File: src/rtl/prbs31_gen_if.sv
// rtl/prbs31_gen_if.sv - byte stream bundle between the PRBS31 generator and its consumer
//
// Signals:
//   out_valid  generator -> consumer  out_data holds a valid PRBS byte
//   out_ready  consumer -> generator  consumer accepts the current byte this cycle
//   out_data   generator -> consumer  PRBS byte, first-generated bit in bit 7
//
// Modports:
//   master  generator side (drives out_valid/out_data)
//   slave   consumer side (drives out_ready)
interface prbs31_gen_if;
    logic       out_valid;
    logic       out_ready;
    logic [7:0] out_data;

    modport master (
        output out_valid,
        output out_data,
        input  out_ready
    );

    modport slave (
        input  out_valid,
        input  out_data,
        output out_ready
    );
endinterface

File: src/rtl/prbs31_gen.sv
// rtl/prbs31_gen.sv - PRBS31 (x^31+x^28+1) byte generator with valid/ready output
//
// Ports:
//   clk        rising-edge clock, sole clock
//   rst        synchronous active-high reset
//   en         run request, level-sensitive
//   seed_load  single-cycle pulse: load seed, clear beat_cnt, enter SEED
//   seed       31-bit seed sampled with seed_load (0 is replaced by all ones)
//   err_inj    error-injection request pulse (only acts when PRBS31_ERR_INJECT_EN is defined)
//   beat_cnt   count of accepted bytes since reset / seed load, wraps at 16 bits
//   stream     prbs31_gen_if.master: out_valid / out_ready / out_data
//
// Build option:
//   PRBS31_ERR_INJECT_EN  when defined, an err_inj pulse inverts bit 0 of the next
//                         byte loaded for presentation; LFSR state is never touched.
module prbs31_gen (
    input  logic                 clk,
    input  logic                 rst,
    input  logic                 en,
    input  logic                 seed_load,
    input  logic [30:0]          seed,
    input  logic                 err_inj,
    output logic [15:0]          beat_cnt,
    prbs31_gen_if.master         stream
);

    typedef enum logic [1:0] {
        ST_IDLE = 2'd0,
        ST_SEED = 2'd1,
        ST_RUN  = 2'd2
    } state_t;

    localparam logic [30:0] DEFAULT_SEED = 31'h7FFF_FFFF;

    state_t      state_q, state_d;
    logic [30:0] lfsr_q, lfsr_d;
    logic [15:0] cnt_q, cnt_d;
    logic [7:0]  data_q, data_d;

    logic [30:0] lfsr_adv;
    logic [30:0] seed_eff;
    logic        handshake;
    logic        byte_load;
    logic        inj_arm;

    // Eight LFSR steps: b = S[30]^S[27], S <= {S[29:0], b}.
    function automatic logic [30:0] lfsr_step8(input logic [30:0] s);
        logic [30:0] t;
        t = s;
        for (int k = 0; k < 8; k++) begin
            t = {t[29:0], t[30] ^ t[27]};
        end
        return t;
    endfunction

    // Byte produced by the next eight steps from s; the first bit lands in bit 7.
    function automatic logic [7:0] lfsr_byte(input logic [30:0] s);
        logic [30:0] t;
        logic [7:0]  b;
        t = s;
        b = 8'h00;
        for (int k = 0; k < 8; k++) begin
            b[7-k] = t[30] ^ t[27];
            t      = {t[29:0], t[30] ^ t[27]};
        end
        return b;
    endfunction

    assign handshake = (state_q == ST_RUN) && stream.out_ready;
    assign lfsr_adv  = lfsr_step8(lfsr_q);
    // An all-zero LFSR never leaves zero, so a zero seed is swapped for all ones.
    assign seed_eff  = (seed == 31'd0) ? DEFAULT_SEED : seed;

`ifdef PRBS31_ERR_INJECT_EN
    logic inj_q, inj_d;

    // The flag and a same-cycle pulse both apply to the byte being loaded now;
    // repeated pulses while armed collapse into the single flag bit.
    assign inj_arm = inj_q | err_inj;

    always_comb begin
        inj_d = inj_arm;
        if (byte_load) begin
            inj_d = 1'b0;
        end
    end

    always_ff @(posedge clk) begin
        if (rst) begin
            inj_q <= 1'b0;
        end else begin
            inj_q <= inj_d;
        end
    end
`else
    logic unused_err_inj;

    assign unused_err_inj = err_inj;
    assign inj_arm        = 1'b0;
`endif

    // Next-state logic. out_data is registered and loaded whenever a new byte is
    // about to be presented, so it stays stable through any stall.
    always_comb begin
        state_d   = state_q;
        lfsr_d    = lfsr_q;
        cnt_d     = cnt_q;
        data_d    = data_q;
        byte_load = 1'b0;

        if (seed_load) begin
            // Seed load wins over handshake and en, and drops any pending byte.
            state_d = ST_SEED;
            lfsr_d  = seed_eff;
            cnt_d   = 16'd0;
            data_d  = 8'h00;
        end else begin
            unique case (state_q)
                ST_IDLE, ST_SEED: begin
                    if (en) begin
                        state_d   = ST_RUN;
                        data_d    = lfsr_byte(lfsr_q) ^ {7'd0, inj_arm};
                        byte_load = 1'b1;
                    end else begin
                        state_d   = ST_IDLE;
                    end
                end
                ST_RUN: begin
                    if (handshake) begin
                        lfsr_d = lfsr_adv;
                        cnt_d  = cnt_q + 16'd1;
                        // en is only honoured at a byte boundary.
                        if (en) begin
                            data_d    = lfsr_byte(lfsr_adv) ^ {7'd0, inj_arm};
                            byte_load = 1'b1;
                        end else begin
                            state_d = ST_IDLE;
                            data_d  = 8'h00;
                        end
                    end
                end
                default: begin
                    state_d = ST_IDLE;
                    data_d  = 8'h00;
                end
            endcase
        end
    end

    always_ff @(posedge clk) begin
        if (rst) begin
            state_q <= ST_IDLE;
            lfsr_q  <= DEFAULT_SEED;
            cnt_q   <= 16'd0;
            data_q  <= 8'h00;
        end else begin
            state_q <= state_d;
            lfsr_q  <= lfsr_d;
            cnt_q   <= cnt_d;
            data_q  <= data_d;
        end
    end

    assign stream.out_valid = (state_q == ST_RUN);
    assign stream.out_data  = data_q;
    assign beat_cnt         = cnt_q;

endmodule
File: src/flat_wrapper.sv
// flat-port wrapper written by rule: the top's interface ports become plain ports
module prbs31_gen_flat 
  (clk, rst, en, seed_load, seed, err_inj, beat_cnt, stream_out_valid, stream_out_data, stream_out_ready);
  prbs31_gen_if stream_i ();
  input  logic clk;
  input  logic rst;
  input  logic en;
  input  logic seed_load;
  input  logic [30:0] seed;
  input  logic err_inj;
  output logic [15:0] beat_cnt;
  output wire logic [$bits(stream_i.out_valid)-1:0] stream_out_valid;
  output wire logic [$bits(stream_i.out_data)-1:0] stream_out_data;
  input wire logic [$bits(stream_i.out_ready)-1:0] stream_out_ready;
  assign stream_out_valid = stream_i.out_valid;
  assign stream_out_data = stream_i.out_data;
  assign stream_i.out_ready = stream_out_ready;
  prbs31_gen u_core (.clk(clk), .rst(rst), .en(en), .seed_load(seed_load), .seed(seed), .err_inj(err_inj), .beat_cnt(beat_cnt), .stream(stream_i));
endmodule
File: config.mk
export PLATFORM = sky130hd
export DESIGN_NAME = prbs31_gen_flat
export DESIGN_NICKNAME = d
export VERILOG_FILES = /design/src/rtl/prbs31_gen_if.sv /design/src/rtl/prbs31_gen.sv /design/src/flat_wrapper.sv
export SDC_FILE = /design/constraint.sdc
export NUM_CORES = 1
export LEC_CHECK = 0
export BUFFER_PORTS_ARGS = -buffer_cell sky130_fd_sc_hd__buf_2
export CORE_UTILIZATION = 29
export DETAILED_ROUTE_END_ITERATION = 10
export PLACE_DENSITY_LB_ADDON = 0.25
export SYNTH_ARGS = -nofsm -noshare
export SYNTH_HDL_FRONTEND = slang
export SYNTH_SLANG_ARGS = --single-unit
File: constraint.sdc
create_clock -name clk -period 2.3 [get_ports clk]
set_clock_uncertainty 0.1 [all_clocks]
set_input_delay 0 -clock clk [delete_from_list [all_inputs] [get_ports clk]]
set_output_delay 0 -clock clk [all_outputs]
set_load 0.01 [all_outputs]
==> out/qor.txt <==
Source of the critical timing path: seed[14]
VDD IR max: 0.361 mV
Delay of the slowest critical-path stage: 0.57 ns
CP Class: input port to flip-flop
DRT Pass-1 Iters: 4
Status: finished, final reports clean
PwrDens: 627 nW/um^2
Initial DRC count: 111
Clock-pin slew on the worst setup and hold paths: 0.07 ns
Number of placed I/O pins: 62
R2r startpoint: u_core.state_q[1]
Residual DRC: 0
Yosys top cell by area: dfxtp_1
Synthesized flop and latch total: 57
Slew Limit Headroom: 41.6%
Via density per instance: 5.06
Layout cells sized above 1: 23.8%
Full die area: 9720 um^2
Horiz. Die Dim: 98.6 um
Die height: 98.6 um
CTS Buf Count: 9
Setup Viol. Count Final: 0
Slowest stage cell, crit path: dlygate4sd3_1
EDFF count, synth: 0
Yosys cell types: 43
Ys flop type: dfxtp_1
GRT Total Usage: 16.4%
Worst slew pin tran: 0.876 ns
Data required, critical path: 2.48 ns
YS warnings: 0
Final period utilization: 95.9%
FFs w/ async S/R, synth: 0%
FP Rows: 34
Critical Path AT: 2.39 ns
Startpoint types: input port
RSZ-0062 raised after global routing: no
FF-to-FF path depth: 5
Dpl hpwl: 5300 um
Final hold vios: 0
Antenna diodes: 0
Setup TNS: 0 ns
Max H-tree Level: 3
Worst setup EP type: flip-flop
Synth top cells by count: dfxtp_1 (57), nand2_1 (37), a21oi_1 (32), a2bb2oi_1 (28), nor2_1 (23)
Yosys top cell area share: 42.2%
Wirelength per Cell: 14.9 um
Finished Core Util: 41.6%
Cell chain of the critical path: dlygate4sd3_1, buf_2, nor4_1, nand4_1, o21ai_2, buf_4, a2bb2oi_1, dlygate4sd3_1
R2r setup slk: 0.17 ns
Fin crit period: 2.21 ns
Sequential element share of the synthesized area: 42.2%
Fill cells: 894
CTS sink cnt: 57
Post-Syn Instances: 295
Max clock buf depth: 2
First-pass GRT wire length: 12400 um
Reg2reg end: u_core.lfsr_q[4]
Top-count cell post-synth: dfxtp_1
Most used cell, CP: dlygate4sd3_1
Syn Area/Cell: 9.17 um^2
Initial Util: 30.4%
CP Max Fanout: 10
Gpl congestion: 0.837
Core ar.: 8890 um^2
Area grow syn2layout: 36.7%
Via Count: 2572
Pins Over Slew Limit: 0
HP Class: input port to flip-flop
Vias in the first global route: 2522
Post-route ant nets: 0
DRT Wirelength: 7550 um
CP Capture Point: u_core.lfsr_q[4]
Initial antenna violation count: 0
FMAX: 453 MHz
Post-synthesis cell area: 2710 um^2
PortBufs: 60
Max Cap Viol: 0
CTS root buffer: clkbuf_8
Final nets: 433
TritonCTS clock tree: built
Dominant cells by area after synthesis: dfxtp_1 (42%), a2bb2oi_1 (9.1%), xnor2_1 (6.2%)
GRT overflow: 0
Latest clock arrival within the worst-skew pair: 0.34 ns
Leakage: 1.59 nW
Syn Nets: 333
Largest net degree at the start of global routing: 34
repair_timing:
item                                   4_1_cts  5_1_grt
buffers inserted                             0        0
gates resized for setup                      0        1
endpoints found under the hold margin       33        0
setup endpoints to repair                    0        5
hold buffers                                40        0
registers in the layout, indices dropped and copies added, names as in the netlist:
signal                  cells
u_core.beat_cnt            16
u_core.stream.out_data      8
u_core.lfsr_q              31
u_core.state_q              2
cells in the final DEF (no fill, tap or decap), drive strengths merged, types with 2 or more instances in the layout:
master       count
a31oi            2
nand3b           2
dlygate4sd3     40
buf             67
a41o             2
inv              3
o22ai            3
clkbuf          11
nand3            4
nand4            5
clkinvlp         2
o2bb2ai          6
a21oi           32
and2             3
o21ai            5
nor4            13
nand2           37
clkinv           3
nor2            24
nor3             2
dfxtp           57
xor2             8
xnor2           19
mux2i            8
a2bb2oi         28
o22a             3
area by class of cell:
type                            instances  area, um^2  area share, %
Tap cell                              108         135           3.65
Multi-Input combinational cell        217        1460           39.6
Clock buffer                           11         151           4.09
Timing Repair Buffer                  107         766           20.7
Inverter                                3        11.3          0.305
Clock inverter                          5        30.0          0.812
Sequential cell                        57        1140           30.9
critical path, delay by kind of cell:
| family | cells | cell delay, ns |
|---|---|---|
| AND/OR/NAND/NOR | 2 | 0.55 |
| buffers and inverters | 4 | 1.48 |
| AO/OA/AOI/OAI | 2 | 0.35 |
per-stage QoR:
step                      setup slack [ns]  cells  hold WS [ns]  total power, W  cell area, um^2
after global placement               0.501    452         0.149         0.00141             3110
after global routing                0.0207    508        0.0664         0.00243             3700
after detailed placement             0.466    452         0.153         0.00142             3110
after floorplan                      0.749    295      -0.00673         0.00131             2710
final                               0.0940    508        0.0556         0.00232             3700
after CTS                            0.106    508        0.0350         0.00233             3690
report_power, final:
group	internal [W]	total (W)	switching, W
clock network	0.000443	0.000863	0.000420
logic	0.000195	0.000362	0.000167
registers	0.00104	0.00109	0.0000502
logic make-up (layout without fill, tap and decap cells):
group           Yosys count  count (layout)  share of synthesized area [%]
compound gates           83              83                           21.7
simple gates             98              98                           20.0
buf+inv                  21             126                           3.98
mux                       8               8                           2.96
flops                    57              57                           42.2
xor+xnor                 27              27                           8.74
fa+ha+maj                 1               1                          0.462
worst min path at each step:
stage,start,to,cells past startpoint
after global routing,seed_load,u_core.lfsr_q[0],4
after CTS,seed_load,u_core.lfsr_q[0],4
after global placement,seed[0],u_core.lfsr_q[0],2
after floorplan,rst,u_core.state_q[0],1
after detailed placement,seed[0],u_core.lfsr_q[0],2
final,seed_load,u_core.lfsr_q[0],4
layer usage:
layer / GRT usage (%) / share of wire, % / up-vias
met5: 0 / 0 / -
met4: 6.54 / 1.8 / 0
met3: 4.26 / 5.1 / 13
met2: 25.2 / 45 / 69
met1: 21.9 / 48 / 1221
li1: - / - / 1269
(Power assumes the default switching activity.)
